[config.mk]
export PLATFORM = sky130hd
export DESIGN_NAME = regfile_param
export DESIGN_NICKNAME = d
export VERILOG_FILES = /design/src/rtl/regfile_pkg.sv /design/src/rtl/regfile_clr_seq.sv /design/src/rtl/regfile_param.sv
export SDC_FILE = /design/constraint.sdc
export NUM_CORES = 1
export LEC_CHECK = 0
export CORE_MARGIN = 5
export CORE_UTILIZATION = 55
export DETAILED_ROUTE_END_ITERATION = 7
export GPL_TIMING_DRIVEN = 1
export HOLD_SLACK_MARGIN = 0.08
export PLACE_DENSITY = 0.75
export SYNTH_ARGS = -nofsm -noshare
export SYNTH_HDL_FRONTEND = slang
export SYNTH_HIERARCHICAL = 1
export SYNTH_SLANG_ARGS = --single-unit
[constraint.sdc]
create_clock -name clk -period 4.25 [get_ports clk]
set_input_delay 0.425 -clock clk [delete_from_list [all_inputs] [get_ports clk]]
set_output_delay 0.425 -clock clk [all_outputs]
set_load 0.005 [all_outputs]
[src/rtl/regfile_pkg.sv]
// Shared constants for the parametrised register file: clear-FSM state codes and CPU default widths.
package regfile_pkg;
  localparam logic RF_IDLE  = 1'b0;
  localparam logic RF_CLEAR = 1'b1;
  localparam int   RF_DATA_W = 16;
  localparam int   RF_ADDR_W = 5;
endpackage

[src/rtl/regfile_clr_seq.sv]
// Clear sequencer: walks clr_idx over every entry once per clear request, reporting busy and
// the write-enable/index the storage array uses to zero entries.
module regfile_clr_seq
  import regfile_pkg::*;
#(
  parameter int ADDR_W = RF_ADDR_W
) (
  input  logic              clk,
  input  logic              Reset,
  input  logic              clr_req,
  output logic              clr_busy,
  output logic              clr_start,
  output logic              clr_en,
  output logic [ADDR_W-1:0] clr_idx
);

  logic              state_q, state_d;
  logic [ADDR_W-1:0] idx_q, idx_d;

  always_ff @(posedge clk) begin
    if (Reset) begin
      state_q <= RF_CLEAR;
      idx_q   <= '0;
    end else begin
      state_q <= state_d;
      idx_q   <= idx_d;
    end
  end

  always_comb begin
    state_d = state_q;
    idx_d   = idx_q;
    if (state_q == RF_IDLE) begin
      if (clr_req) begin
        state_d = RF_CLEAR;
        idx_d   = '0;
      end
    end else begin
      idx_d = idx_q + 1'b1;
      if (idx_q == {ADDR_W{1'b1}}) state_d = RF_IDLE;
    end
  end

  // clr_start marks the edge that (re)starts a clear: Reset anywhere, clr_req only from IDLE.
  always_comb begin
    clr_busy  = (state_q == RF_CLEAR);
    clr_en    = clr_busy & ~Reset;
    clr_start = Reset | ((state_q == RF_IDLE) & clr_req);
    clr_idx   = idx_q;
  end

endmodule

[src/rtl/regfile_param.sv]
// Parametrised register file with sequenced clear, pending scoreboard bits and NUM_RD read ports.
// Optional write-through forwarding on the read ports is enabled by defining REGFILE_BYPASS_EN.
module regfile_param
  import regfile_pkg::*;
#(
  parameter int DATA_W   = RF_DATA_W,
  parameter int ADDR_W   = RF_ADDR_W,
  parameter int NUM_RD   = 3,
  parameter int ZERO_REG = 1
) (
  input  logic                     clk,
  input  logic                     Reset,
  input  logic                     clr_req,
  output logic                     clr_busy,
  input  logic                     wr_en,
  input  logic [ADDR_W-1:0]        wr_addr,
  input  logic [DATA_W-1:0]        wr_data,
  output logic                     wr_rej,
  input  logic                     iss_en,
  input  logic [ADDR_W-1:0]        iss_addr,
  input  logic [NUM_RD*ADDR_W-1:0] rd_addr,
  output logic [NUM_RD*DATA_W-1:0] rd_data,
  output logic [NUM_RD-1:0]        rd_pend
);

  localparam int DEPTH = 2 ** ADDR_W;

  logic [DATA_W-1:0] mem_q [DEPTH];
  logic [DEPTH-1:0]  pend_q, pend_d;
  logic              wr_rej_q, wr_rej_d;
  logic              clr_start, clr_en;
  logic [ADDR_W-1:0] clr_idx;
  logic              wr_acc, iss_acc;

  function automatic logic is_zreg(input logic [ADDR_W-1:0] a);
    return (ZERO_REG != 0) && (a == '0);
  endfunction

  regfile_clr_seq #(.ADDR_W(ADDR_W)) u_clr_seq (
    .clk      (clk),
    .Reset    (Reset),
    .clr_req  (clr_req),
    .clr_busy (clr_busy),
    .clr_start(clr_start),
    .clr_en   (clr_en),
    .clr_idx  (clr_idx)
  );

  // A starting clear outranks any write or issue presented on the same edge.
  always_comb begin
    wr_acc   = wr_en & ~clr_busy & ~clr_start & ~is_zreg(wr_addr);
    iss_acc  = iss_en & ~clr_busy & ~clr_start & ~is_zreg(iss_addr);
    wr_rej_d = clr_busy & wr_en;
    pend_d   = pend_q;
    if (wr_acc)  pend_d[wr_addr]  = 1'b0;
    if (iss_acc) pend_d[iss_addr] = 1'b1;
  end

  always_ff @(posedge clk) begin
    if (clr_start) begin
      pend_q   <= '0;
      wr_rej_q <= 1'b0;
    end else begin
      pend_q   <= pend_d;
      wr_rej_q <= wr_rej_d;
    end
  end

  always_ff @(posedge clk) begin
    if (clr_en)      mem_q[clr_idx] <= '0;
    else if (wr_acc) mem_q[wr_addr] <= wr_data;
  end

  assign wr_rej = wr_rej_q;

  for (genvar p = 0; p < NUM_RD; p++) begin : g_rd
    logic [ADDR_W-1:0] a;
    logic [DATA_W-1:0] d;
    logic              pd;

    assign a = rd_addr[p*ADDR_W +: ADDR_W];

    always_comb begin
      d  = mem_q[a];
      pd = pend_q[a];
      if (is_zreg(a)) begin
        d  = '0;
        pd = 1'b0;
      end
`ifdef REGFILE_BYPASS_EN
      else if (wr_en && !clr_busy && (a == wr_addr)) begin
        d  = wr_data;
        pd = 1'b0;
      end
`endif
      if (clr_busy) d = '0;
    end

    assign rd_data[p*DATA_W +: DATA_W] = d;
    assign rd_pend[p]                  = pd;
  end

endmodule
Word-level counts from Yosys, hierarchy flattened

Memories as Yosys holds them, arrays and structs flattened.
Cells that the tools add are included.

Flip-flop bits (word level): 39
Memories kept: 1
Bits in writable memories: 512
Word-level logic and storage cells: 75

Order comparisons: 7
Equal/unequal tests: 1
Mux-type cells: 34
$add $sub $neg: 1
Reductions and logical operators: 9
Bitwise gates (word level): 18

Memories:

| name  | words | bits a word | read ports | clocked after Yosys merged registers in | wr ports | RTL line            | source |
|---|---|---|---|---|---|---|---|
| mem_q | 32    | 16          | 3          | 0                                       | 1        | regfile_param.sv:28 | `logic [DATA_W-1:0] mem_q [DEPTH];` |

Operators with widths:

| cell                  | count |
|---|---|
| $mux W16              | 7 |
| $mux W32              | 2 |
| $and A32 B32 Y32      | 1 |
| $not A32 Y32          | 1 |
| $or A32 B32 Y32       | 1 |
| $lt A5 B6 Y1 const B  | 5 |
| $logic_not A5 Y1      | 5 |
| $mux W1               | 17 |
| $reduce_or A16 Y1     | 1 |
| $bmux W1 S5           | 3 |
| $mux W5               | 3 |
| $demux W1 S5          | 2 |
| $ge A5 B1 Y1 const B  | 2 |
| $and A1 B1 Y1         | 9 |
| $add A5 B1 Y5 const B | 1 |
| $eq A5 B5 Y1 const B  | 1 |
| $not A1 Y1            | 5 |
| $logic_and A1 B1 Y1   | 2 |
| $reduce_bool A2 Y1    | 1 |
| $or A1 B1 Y1          | 1 |

Depth between registers and ports, before layout

Depth after elaboration: 11
Gate-level depth with buffers: 9

Hierarchy

Netlist, hierarchy kept.

Modules (own cells, without submodules):

| module          | seq. area each (um2) | area an instance (um2) | instances | cells each |
|---|---|---|---|---|
| regfile_param   | 16015.4              | 30968.5                | 1         | 1981 |
| regfile_clr_seq | 120.1                | 279.0                  | 1         | 31 |

Worst setup path after synthesis

OpenSTA, ideal clock, no wires.

Kind: register to register
Start: register u_clr_seq.state_q (netlist: u_clr_seq/clr_busy)
End: memory mem_q[17][0] in the netlist's numbering, enable pin
Period minus slack after synthesis: 4.368 ns
Setup slack: -0.118 ns
Arrival time: 3.938 ns
Stages on the path, launching flop included: 10
Cells stage by stage: dfxtp_1 > buf_6 > inv_2 > a21o_2 > buf_6 > or3b_4 > a211oi_4 > mux2_2 > buf_2 > nor4_1

Cells in the longest elaborated chain, start to end: 11
Elaborated cells on any way between the ends: 16
Those cells by class: mux: 7; bitwise: 8; reduce/logical: 1

RTL lines:

| item                                         | RTL line              | source |
|---|---|---|
| start, declared                              | regfile_clr_seq.sv:17 | `logic state_q, state_d;` |
| start signal, assigned                       | regfile_clr_seq.sv:25 | `state_q <= state_d;` |
| $not A1 Y1 (*)                               | -                     |  |
| $and A1 B1 Y1 (*)                            | regfile_clr_seq.sv:48 | `clr_start = Reset \| ((state_q == RF_IDLE) & clr_req);` |
| $or A1 B1 Y1 (*)                             | regfile_clr_seq.sv:48 |  |
| net clr_start                                | regfile_param.sv:31   | `logic clr_start, clr_en;` |
| $not A1 Y1 (*)                               | regfile_param.sv:51   | `wr_acc = wr_en & ~clr_busy & ~clr_start & ~is_zreg(wr_addr);` |
| $and A1 B1 Y1 (*) (2 in a row)               | regfile_param.sv:51   |  |
| $mux W1 (*)                                  | regfile_param.sv:71   | `else if (wr_acc) mem_q[wr_addr] <= wr_data;` |
| $mux W1 (*)                                  | regfile_param.sv:70   | `if (clr_en) mem_q[clr_idx] <= '0;` |
| $mux W1 (not written as such) (*)            | regfile_param.sv:71   |  |
| $reduce_or A16 Y1 (no line)                  | -                     |  |
| $mux W5 (no line) or $mux W1 (tied branches) | -                     |  |
| end, declared                                | regfile_param.sv:28   |  |

The timed path passes the listed nets; every way through them passes the cells marked *.

Worst setup path in the final report

Start: input rd_addr[1]
End: output rd_data[7]

Cells in the longest elaborated chain, start to end: 3
Elaborated cells on any way between the ends: 4
Those cells by class: mux: 2; reduce/logical: 1; memory: 1

RTL lines:

| item                                                | RTL line            | source |
|---|---|---|
| start, declared                                     | regfile_param.sv:21 | `input logic [NUM_RD*ADDR_W-1:0] rd_addr,` |
| $mem_v2 Z32 W16 or $logic_not A5 Y1 (tied branches) | -                   |  |
| $mux W16 (*)                                        | regfile_param.sv:86 | `if (is_zreg(a)) begin` |
| $mux W16 (*)                                        | regfile_param.sv:96 | `if (clr_busy) d = '0;` |
| end, declared                                       | regfile_param.sv:22 | `output logic [NUM_RD*DATA_W-1:0] rd_data,` |

Mark *: on every way between the ends. The rest lies on a longest branch, timed or not.

==> metrics.yaml <==
run_status:
  status: "complete, no violations"
cts:
  htreeDepth: 2
  cts_hold_buffers: 0
  cts_buffers: 56
  cts_root_buf: "clkbuf_16"
  post_cts_buffers: 0
  worstSkewPairLatency_ps: 640
  numClockSinks: 550
  cts_tree: "yes"
  cts.clk_slew.worst_paths_ps: 60
  cts_buffer_depth: 3
  post_cts_resize_count: 0
finish:
  diodes: 0
  area_delta_synth_final_pct: 14.08
  fin_cells: 2926
  fin_area_sq_um: 35650
  layout-drive-gt1-share: 0.3475
  final_nets: 2177
timing:
  rsz0062_at_grt: "no"
  fmaxAchievable_mhz: 258.1
  setup_viol: 0
  worst_pin_slew_ps: 1180
  final_hold_viol_count: 0
  slew_headroom: 0.1906
  finalCriticalPeriod_ps: 3874
  holdWs_ps: 443.5
  min_period_over_period: 0.9116
  final_max_slew_viol_count: 0
  fin_skew_ps: 20.11
critical_path:
  slowest_delay_ps: 630
  required_ps: 3830
  crit_cells: 8
  worstSetupStartpointType: "primary input"
  endpoint_kind: "primary output"
  cp_top_family: "buffers and inverters"
  crit_top_cell: "buf_4"
  ff2ff_path_depth: 7
  crit_slowest_cell: "a221oi_1"
  path_max_fanout: 44
  r2r_end: "mem_q[2][15]$_DFFE_PP_"
  rrSetupSlack_ps: 960
  crit_chain: "buf_4 > buf_4 > mux4_2 > mux2i_1 > a221oi_1 > buf_4 > o21a_1 > clkdlybuf4s50_1"
  arrival_ps: 3450
  worstSetupPathType: "primary input to primary output"
  crit_buf_inv: 4
  reg2reg_from: "u_clr_seq/clr_busy$_SDFF_PP1_"
global_route:
  grt_max_degree: 94
  grt_pass1_vias: 21780
  antenna_found_initial: 4
  gr-total-overflow: 0
  grt_use_total: 0.3441
  grt_first_pass_wirelength_um: 153800
logic_synthesis:
  muxShareOfSynthArea: 0.3231
  netlist_instances: 2012
  ys_seq_area_frac: 0.5164
  synth_seq_cells: 550
  yosysTopAreaCell: "edfxtp_1"
  synth_edf_count: 512
  synth-simple-area-share: 0.05245
  synth_top_family_by_area: "multiplexers"
  synth-async-reset-ratio: 0
  syn_area_per_cell_sq_um: 15.53
  synth_cell_type_count: 49
  synth_xor_area_frac: 0.0002803
  netlist_top_cells_area: "edfxtp_1, mux4_2, mux2_2"
  synth_compound_area_frac: 0.07912
  synth_fp_nets: 2060
  synth_fa_ha_area_frac: 0.0008008
  ys_warn_count: 6
  ys.flop_type: "edfxtp_1"
  synth_top_area_share: 0.4920
  synthesis.area_sq_um: 31250
drt:
  wl_um: 105900
  viasPerCell: 7.480
  dr.pass1.iters: 7
  antenna_left: 0
  vias: 21890
  drc: 0
  drtIter0Drc: 3141
  wl_per_cell_um: 36.19
placement:
  finalWeightedCongestion: 0.9865
  dp.cells: 2827
  io_buffer_count: 98
  dp_hpwl_um: 70340
  placed_area_sq_um: 33790
die:
  num_rows: 87
  coreArea_sq_um: 56390
  die-height_um: 248.4
  pin_count: 99
  die_w_um: 248.4
  start_util: 0.5542
  die-area_sq_um: 61680
job:
  maxCapViolCount: 0
min_path:
  hp-class: "primary input to register"
  whs_path_depth: 3
  hold_path_end: "wr_rej$_SDFF_PP0_"
  hold_start: "wr_en"
power_and_ir_drop:
  cellPowerDensity_nw_per_um2: 342.1
  peakVddDrop_v: 0.0003686
  leakagePower_nw: 12.25
cell families after synthesis:
| group | after synthesis |
|---|---|
| fa+ha+maj | 2 |
| xor+xnor | 1 |
| buf+inv | 192 |
| compound gates | 362 |
| mux | 603 |
| flops | 550 |
| simple gates | 302 |
cell usage after synthesis (2+ instances only):
cell type,n
dfxtp_1,38
buf_6,3
a221oi_1,36
mux2_2,156
mux2i_1,138
nor2_1,54
o311ai_0,3
or2_2,3
nor3_1,6
buf_4,11
or4_1,12
o31ai_1,36
nor3b_1,7
buf_2,68
mux4_2,309
o21a_1,36
a21oi_1,39
a31oi_1,13
edfxtp_1,512
a211oi_1,60
o21ai_0,67
a21o_1,3
clkbuf_1,79
and2_1,16
and3b_1,2
nand2_1,60
nor2b_1,73
o22ai_1,51
ha_1,2
nand3_1,9
nor4_1,33
a221o_1,15
nand3b_1,4
nand2b_1,14
buf_1,30
cell usage in the layout, fill, tap and decap left out, types with 3 or more instances in the layout:
cell,synthesis,routed
a211oi_1,60,60
a21o_1,3,3
a21oi_1,39,37
a221o_1,15,15
a221oi_1,36,36
a31oi_1,13,13
and2_1,16,16
buf_12,0,9
buf_4,11,146
buf_6,3,6
bufinv_16,0,7
clkbuf_1,79,6
clkbuf_16,0,56
clkbuf_8,0,3
clkdlybuf4s50_1,0,89
clkinv_1,0,10
clkinv_2,0,7
clkinvlp_4,0,3
dfxtp_1,38,38
edfxtp_1,512,512
inv_6,0,3
mux2_2,156,156
mux2i_1,138,136
mux4_2,309,309
nand2_1,60,60
nand2b_1,14,14
nand3_1,9,9
nand3b_1,4,4
nor2_1,54,54
nor2b_1,73,73
nor3_1,6,6
nor3b_1,7,7
nor4_2,0,30
o21a_1,36,36
o21ai_0,67,67
o22ai_1,51,51
o311ai_0,3,3
o31ai_1,36,36
or2_2,3,3
or4_1,12,12
through the flow:
stage | setup slack [ps] | utilization | TNS (ps) | power (mW)
after floorplan | -117.8 | - | -22050 | 6.749
after global placement | 511.8 | 0.5993 | 0 | 7.168
after detailed placement | 382.5 | 0.5993 | 0 | 7.185
after CTS | 533.0 | 0.6322 | 0 | 12.19
after global routing | 309.1 | 0.6322 | 0 | 12.49
final | 375.6 | 0.6322 | 0 | 12.20
where the power goes:
part | internal, mW | switching [mW] | total [mW]
Sequential | 5.86 | 0.0252 | 5.89
Combinational | 0.492 | 0.730 | 1.22
Clock | 2.90 | 2.19 | 5.09
routing by layer:
metal | part of all wire | track usage
met1 | 0.34 | 0.4599
met2 | 0.46 | 0.5311
met3 | 0.14 | 0.09807
met4 | 0.058 | 0.1574
met5 | 0.00011 | 0
registers in the layout, indices dropped and copies added, names as in the netlist:
signal and count:
mem_q 512, wr_rej 1, pend_q 31, u_clr_seq/clr_busy 1, u_clr_seq/clr_idx 5
how the worst max path moves through the flow:
| stage | from | to | slack, ps |
|---|---|---|---|
| global placement | Reset | mem_q[8][6]$_DFFE_PP_ | 510 |
| finish | rd_addr[1] | rd_data[7] | 380 |
| CTS | rd_addr[1] | rd_data[7] | 530 |
| detailed placement | Reset | mem_q[2][15]$_DFFE_PP_ | 380 |
| floorplan | u_clr_seq/clr_busy$_SDFF_PP1_ | mem_q[10][0]$_DFFE_PP_ | -120 |
| global route | rd_addr[1] | rd_data[7] | 310 |
worst register-to-register path, cell delays in order, from the launching register on:
cell and delay [ps]:
dfxtp_1 340, inv_2 60, a21o_2 190, or3b_4 400, a211oi_4 490, mux2_2 630
nor4_2 500, buf_4 370
cell type report:
| cell class | instances | area [sq um] |
|---|---|---|
| well taps | 756 | 945.9 |
| multi-input cells | 1270 | 14480 |
| flip-flops and latches | 550 | 16140 |
| repair buffers | 250 | 2235 |
| clock inverters | 34 | 387.9 |
| clock buffers | 65 | 1465 |
| inverters | 1 | 3.754 |
| fillers | 4060 | 20740 |
Power figures use the tool's default switching activity.
